===== src/rtl/hd_program_loader.sv =====
// hd_program_loader: copies a block of HD words into instruction memory while holding the CPU.
module hd_program_loader #(
  parameter int HD_AW  = 12,
  parameter int IM_AW  = 10,
  parameter int DW     = 32,
  parameter int HD_LAT = 1
) (
  input  logic              clock,
  input  logic              reset,
  input  logic              start,
  input  logic              abort,
  input  logic [HD_AW-1:0]  hd_base,
  input  logic [IM_AW-1:0]  im_base,
  input  logic [IM_AW:0]    length,
  output logic [HD_AW-1:0]  HDaddress,
  input  logic [DW-1:0]     HDIndata,
  output logic              im_we,
  output logic [IM_AW-1:0]  im_addr,
  output logic [DW-1:0]     im_data,
  output logic              busy,
  output logic              cpu_hold,
  output logic              done,
  output logic              error,
  output logic              aborted
);
  typedef enum logic [2:0] {S_IDLE, S_READ, S_WAIT, S_WRITE, S_FINISH} state_t;
  state_t             r_state;
  logic [HD_AW-1:0]   r_hd_base;
  logic [IM_AW-1:0]   r_im_base;
  logic [IM_AW:0]     r_len;
  logic [IM_AW:0]     r_i;
  logic [1:0]         r_cnt;
  logic [HD_AW-1:0]   r_hd_addr;
  logic               r_we;
  logic [IM_AW-1:0]   r_im_addr;
  logic [DW-1:0]      r_im_data;
  logic               r_busy;
  logic               r_done;
  logic               r_error;
  logic               r_aborted;
  logic [IM_AW+1:0]   w_end;
  logic               w_ovf;
  logic [IM_AW:0]     w_i_nxt;
  logic               w_abort;
  // End address is widened by two bits so a full-memory copy does not wrap
  assign w_end     = {2'b00, im_base} + {1'b0, length};
  assign w_ovf     = w_end > {2'b01, {IM_AW{1'b0}}};
  assign w_i_nxt   = r_i + 1'b1;
  assign w_abort   = abort && (r_state == S_READ || r_state == S_WAIT || r_state == S_WRITE);
  assign HDaddress = r_hd_addr;
  assign im_we     = r_we;
  assign im_addr   = r_im_addr;
  assign im_data   = r_im_data;
  assign busy      = r_busy;
  assign cpu_hold  = r_busy;
  assign done      = r_done;
  assign error     = r_error;
  assign aborted   = r_aborted;
  always_ff @(posedge clock or negedge reset) begin
    if (!reset) begin
      r_state   <= S_IDLE;
      r_hd_base <= '0;
      r_im_base <= '0;
      r_len     <= '0;
      r_i       <= '0;
      r_cnt     <= '0;
      r_hd_addr <= '0;
      r_we      <= 1'b0;
      r_im_addr <= '0;
      r_im_data <= '0;
      r_busy    <= 1'b0;
      r_done    <= 1'b0;
      r_error   <= 1'b0;
      r_aborted <= 1'b0;
    end else begin
      r_done    <= 1'b0;
      r_error   <= 1'b0;
      r_aborted <= 1'b0;
      if (w_abort) begin
        r_state   <= S_IDLE;
        r_busy    <= 1'b0;
        r_we      <= 1'b0;
        r_aborted <= 1'b1;
      end else begin
        case (r_state)
          S_IDLE: if (start) begin
            if (w_ovf) r_error <= 1'b1;
            else begin
              r_hd_base <= hd_base;
              r_im_base <= im_base;
              r_len     <= length;
              r_i       <= '0;
              r_busy    <= 1'b1;
              if (length == '0) begin
                r_state <= S_FINISH;
                r_done  <= 1'b1;
              end else begin
                r_state   <= S_READ;
                r_hd_addr <= hd_base;
              end
            end
          end
          S_READ: begin
            r_cnt   <= '0;
            r_state <= S_WAIT;
          end
          S_WAIT: if (r_cnt == 2'(HD_LAT - 1)) begin
            r_we      <= 1'b1;
            r_im_addr <= r_im_base + IM_AW'(r_i);
            r_im_data <= HDIndata;
            r_state   <= S_WRITE;
          end else r_cnt <= r_cnt + 2'd1;
          S_WRITE: begin
            r_we <= 1'b0;
            r_i  <= w_i_nxt;
            if (w_i_nxt == r_len) begin
              r_state <= S_FINISH;
              r_done  <= 1'b1;
            end else begin
              r_state   <= S_READ;
              r_hd_addr <= r_hd_base + HD_AW'(w_i_nxt);
            end
          end
          S_FINISH: begin
            r_busy  <= 1'b0;
            r_state <= S_IDLE;
          end
          default: r_state <= S_IDLE;
        endcase
      end
    end
  end
endmodule


===== config.mk =====
export PLATFORM = sky130hd
export DESIGN_NAME = hd_program_loader
export DESIGN_NICKNAME = d
export VERILOG_FILES = /design/src/rtl/hd_program_loader.sv
export SDC_FILE = /design/constraint.sdc
export NUM_CORES = 1
export LEC_CHECK = 0
export CAP_MARGIN = 20
export CORE_UTILIZATION = 51
export CTS_BUF_LIST = sky130_fd_sc_hd__clkbuf_8
export DETAILED_ROUTE_END_ITERATION = 12
export PLACE_DENSITY = 0.9
export SKIP_CTS_REPAIR_TIMING = 1
export SLEW_MARGIN = 20
export SYNTH_ARGS = -nofsm -noshare
export SYNTH_HDL_FRONTEND = slang
export SYNTH_SLANG_ARGS = --single-unit
export TNS_END_PERCENT = 1

===== constraint.sdc =====
create_clock -name clock -period 4.1 [get_ports clock]
set_input_delay 0.41 -clock clock [delete_from_list [all_inputs] [get_ports clock]]
set_output_delay 0.41 -clock clock [all_outputs]
set_load 0.1 [all_outputs]

== Word-level counts from Yosys, hierarchy flattened ==
Cells that the tools add are included.

* $add $sub $neg: 5
* Magnitude comparators: 1
* Equal/unequal tests: 13
* Muxes and demuxes: 35
* Bitwise logic cells: 2
* Reductions and logical operators: 18

{| class="wikitable"
|+ Operators with widths
! operator !! count
|-
| 12-bit 2-to-1 mux || 4
|-
| 12-bit case mux with 2 select lines || 1
|-
| 11-bit 2-to-1 mux || 2
|-
| 11-bit case mux with 2 select lines || 1
|-
| 3-bit 2-to-1 mux || 6
|-
| 1-bit 2-to-1 mux || 15
|-
| 10-bit by 11-bit adder with 12-bit output || 1
|-
| 12-bit by 11-bit adder with 12-bit output || 1
|-
| 12-bit by 11-bit > comparator with 1-bit output (second input constant) || 1
|-
| 3-bit case mux with 4 select lines || 1
|-
| 3-bit AND reduction || 4
|-
| 11-bit by 1-bit adder with 11-bit output (second input constant) || 1
|-
| 11-bit == test || 1
|-
| 11-bit zero test || 1
|-
| 10-bit adder || 1
|-
| 2-bit inequality test (second input constant) || 5
|-
| 4-bit AND reduction || 2
|-
| 3-bit by 2-bit == test with 1-bit output (second input constant) || 2
|-
| 3-bit inequality test (second input constant) || 2
|-
| 1-bit case mux with 2 select lines || 3
|-
| 6-bit AND reduction || 1
|-
| 3-bit nonzero test || 2
|-
| 2-bit case mux with 2 select lines || 1
|-
| 2-bit nonzero test || 2
|-
| other kinds (11) || 13
|}

* Flip-flop bits (word level): 108
* Bits of input ports: 69
* Output and inout port bits: 60

== Longest topological paths before layout ==
* Depth after elaboration: 6
* Gate-level depth with buffers: 14

== Worst setup path before layout ==
No wires, ideal clock.

* Path kind: reg-to-reg
* Start point: register r_i[0]
* End point: register r_hd_addr[10] (netlist: HDaddress[10])
* Library setup time: 125 ps
* Arrival time: 2954 ps
* Required time: 3975 ps
* Setup slack: 1021 ps
* Cell stages (with the launch flop): 13
* Period minus slack after synthesis: 3079 ps
* Cell sequence: dfrtp_1 > ha_1 > xor2_1 > ha_1 > a211oi_1 > nor2_1 > o21a_1 > o21a_1 > or4_1 > a31oi_1 > xor2_1 > o21ai_0 > mux2_4

* Longest elaborated chain between the ends: 4
* Elaborated cells on any way between the ends: 7
* Classes of those cells: 2 x add/sub; 2 x eq/ne; 2 x mux; 1 x reduce/logical

{| class="wikitable"
|+ Ends and longest elaborated chain
! what !! line !! text
|-
| start: declaration || 31 || <nowiki>logic [IM_AW:0] r_i;</nowiki>
|-
| start signal: assignment || 115 || <nowiki>r_i <= w_i_nxt;</nowiki>
|-
| 11-bit by 1-bit adder with 11-bit output (*) || 48 || <nowiki>assign w_i_nxt = r_i + 1'b1;</nowiki>
|-
| 12-bit by 11-bit adder with 12-bit output or 11-bit == test (tied branches) || 121, 116 ||
|-
| 12-bit 2-to-1 mux or 2-bit inequality test (tied branches) || - ||
|-
| 12-bit case mux with 2 select lines or 6-bit AND reduction (tied branches) || - ||
|-
| end signal: assignment || 99 || <nowiki>r_hd_addr <= hd_base;</nowiki>
|-
| end signal: assignment || 121 || <nowiki>r_hd_addr <= r_hd_base + HD_AW'(w_i_nxt);</nowiki>
|-
| end: declaration || 33 || <nowiki>logic [HD_AW-1:0] r_hd_addr;</nowiki>
|}

Mark *: on every way between the ends. The rest lies on a longest branch, timed or not. The select of a mux whose other input is x is not followed.
A chain may end at the register's enable or synchronous reset.

== Worst setup path after layout ==
Same ends and word-level chain as after synthesis.

==> impl_results.md <==
- Post-synth top flop: dfrtp_1
- Register area share after synthesis: 44.3%
- Failing checks: DRC
- Peak supply drop: 0.000707 V
- Post-Synthesis Cells: 553
- Nets: 779
- Die Y: 111 µm
- Worst Clk Skew: 15.2 ps
- Worst EP required: 4380 ps
- Peak Freq: 0.288 GHz
- Worst-path maximum fanout: 6
- Starting density of the core: 52.9%
- Drt total wl: 13.9 mm
- CTS Buffer Depth: 2
- WS Path Type: reg2reg
- Area of the multi-input gates: 3200 µm²
- Power per Cell Area: 858 nW/µm²
- Synth Net Count: 657
- XOR/XNOR share of the synthesized area: 5.42%
- CP Capture Type: flop
- Worst path arrival time: 3750 ps
- Placed insts: 807
- Std cell rows: 39
- Die width: 111 µm
- CORE AREA: 11500 µm²
- Area delta synth->final: 25.9%
- Vias in the first global route: 4825
- Placer Congestion: 0.885
- Worst-Margin Slew: 1010 ps
- DR DRC count: 24
- Via density: 5.72
- Largest family of logic cells by synthesized area: multiplexers
- Setup TNS: 0 ps
- Iter 0 DRT Violations: 341
- Layout Cells excl Fill: 822
- Sink Count: 108
- CTS tree: built
- Flip-flop and latch area: 2700 µm²
- Post-synth EDFFs: 0
- CTS buffer count: 9
- DP Area: 7480 µm²
- Asr flop ratio synth: 100%
- Final instance area: 7670 µm²
- Critical Path Start Type: flop
- I/O pin cnt: 129
- Post-synth cell types: 70
- Max cap viols: 0
- Slew Viols, Final: 0
- CP Launch Point: r_i[0]
- DP HPWL: 10.5 mm
- Cell Area, Synth: 6100 µm²
- Root buffer cell: clkbuf_8
- Post-synthesis simple-gate area fraction: 11.6%
- Total die area: 12400 µm²
- Fill cells: 878
- H-tree levels: 3
- WHS: 50.1 ps
- Hold Path Class: in2async
- First-pass iteration count of the detailed router: 10
- Number of vias in the routed layout: 4703
- Design Power: 0.00659 W
- Outcome: finished, violations left
- Final hold vios: 0
- Antenna violations before repair: 0
- Worst R2R Start: r_i[0]
- Mux contribution to synthesized area: 15.0%
- Compound-Gate Fraction of Synth Area: 12.7%
- First-pass GRT wire length: 23.1 mm
- Tot GR Track Use: 23.3%
- Synthesized flop and latch total: 108
- GR Overflow Total: 0
- Mapped Avg Cell Area: 11.0 µm²
- # port buffers: 128
- Post-Synth Adder-Cell Area: 7.55%
- LEAKAGE: 3.42 nW
- Diodes inserted: 0
- Clk pin slew, worst setup/hold paths: 100 ps
- Ys Warns: 0
- Slew margin rel.: 32.3%
- Routed length per placed instance: 16.9 µm
- RSZ-0062 raised after global routing: false
- Share of cells above drive strength 1: 15.6%
- Routed Antenna Nets: 0
- Final setup viols: 0
- Clock latency on the worst-skew pair: 390 ps
- Final worst-path cycle share: 84.7%
- Largest net degree at the start of global routing: 83
- Tmin final: 3470 ps
[cell type report]
class                      instances  share of cell area (%)
tap                              143                    2.33
multi-input combinational        401                    41.7
clock inverter                     5                   0.587
sequential                       108                    35.2
clock buffer                      10                    1.79
inverter                          23                    1.13
timing repair buffer             132                    17.3
[power breakdown]
| part | total (W) | internal (W) | switching, W | leakage (nW) |
|---|---|---|---|---|
| Clock | 0.000631 | 0.000245 | 0.000386 | 0.0966 |
| Sequential | 0.00182 | 0.00152 | 0.000296 | 1.33 |
| Combinational | 0.00414 | 0.00125 | 0.00289 | 1.99 |
[sequential cells by signal, summed over array words and instances (netlist names)]
register,count
im_data,32
HDaddress,12
r_hd_base,12
r_i,11
r_len,11
im_addr,10
r_im_base,10
r_state,3
r_cnt,2
aborted,1
busy,1
done,1
error,1
im_we,1
[metrics by stage]
| stage | util, % | worst slack, ps |
|---|---|---|
| floorplan | - | 1020 |
| global placement | 65.0 | 356 |
| detailed placement | 65.0 | 260 |
| CTS | 66.5 | 639 |
| global route | 66.6 | 304 |
| finish | 66.6 | 627 |
[placed cells by master, fill, tap and decap left out, types with 4 or more instances in the layout]
cell / count
mux2_4: 10
o21ai_0: 28
o21ai_1: 4
a31oi_1: 5
clkbuf_8: 10
a21oi_1: 29
clkdlybuf4s50_1: 127
nand2_1: 45
mux2_2: 55
o31ai_1: 5
nor2_1: 24
xnor2_1: 15
nor4_1: 5
a21o_1: 6
nand2b_1: 6
a22o_1: 5
a211oi_1: 5
xor2_1: 19
o2bb2ai_1: 4
inv_1: 23
nor3_1: 15
mux2_1: 11
nor2b_1: 4
ha_1: 32
and3_1: 4
dfrtp_1: 108
[cell families after synthesis]
kind of cell	count (synthesis)
flops	108
xor+xnor	36
simple gates	135
mux	78
buf+inv	44
compound gates	117
fa+ha+maj	35
[critical path, cell delays in order (launching register included)]
cell	delay [ps]
dfrtp_1	450
ha_1	360
xor2_1	320
ha_1	350
a211oi_1	250
nor2_1	90
o21a_1	190
o21a_1	200
or4_1	410
a31oi_1	220
xor2_1	150
o21ai_0	100
mux2_4	290
[routing by layer]
metal,track usage (%),vias to the layer above,wire [µm]
li1,-,2230,-
met1,28.9,2264,5860
met2,40.0,173,6810
met3,5.12,36,979
met4,8.29,0,264
met5,0,-,0
[cells in the mapped netlist, types with 4 or more instances]
library cell | number | area share (%)
nand2b_1 | 6 | 0.62
ha_1 | 32 | 6.6
o21ai_1 | 4 | 0.33
o21ai_0 | 28 | 2.3
a31oi_1 | 5 | 0.51
xor2_1 | 19 | 2.7
a21o_1 | 6 | 0.74
a211oi_1 | 5 | 0.62
clkbuf_1 | 10 | 0.62
mux2_1 | 11 | 2.0
a22o_1 | 5 | 0.72
and3_1 | 4 | 0.41
o2bb2ai_1 | 4 | 0.57
nor2_1 | 24 | 1.5
nor2b_1 | 4 | 0.41
o31ai_1 | 5 | 0.62
nor3_1 | 15 | 1.2
a21oi_1 | 29 | 2.4
nor4_1 | 5 | 0.51
xnor2_1 | 15 | 2.2
dfrtp_1 | 108 | 44
nand2_1 | 46 | 2.8
mux2_2 | 55 | 10
mux2_4 | 10 | 2.5
inv_1 | 23 | 1.4
[final timing paths]
kind | endpoint | slack, ps | depth (start not counted)
max in group asynchronous | r_hd_base[3] | 3170 | 2
worst min register to register | im_addr[9] | 490 | 2
worst min-delay path | im_data[31] | 50 | 1
min in group clock | im_addr[9] | 490 | 2
worst max register to register | HDaddress[10] | 630 | 12
worst max-delay path | HDaddress[10] | 630 | 12
(Power assumes the default switching activity.)
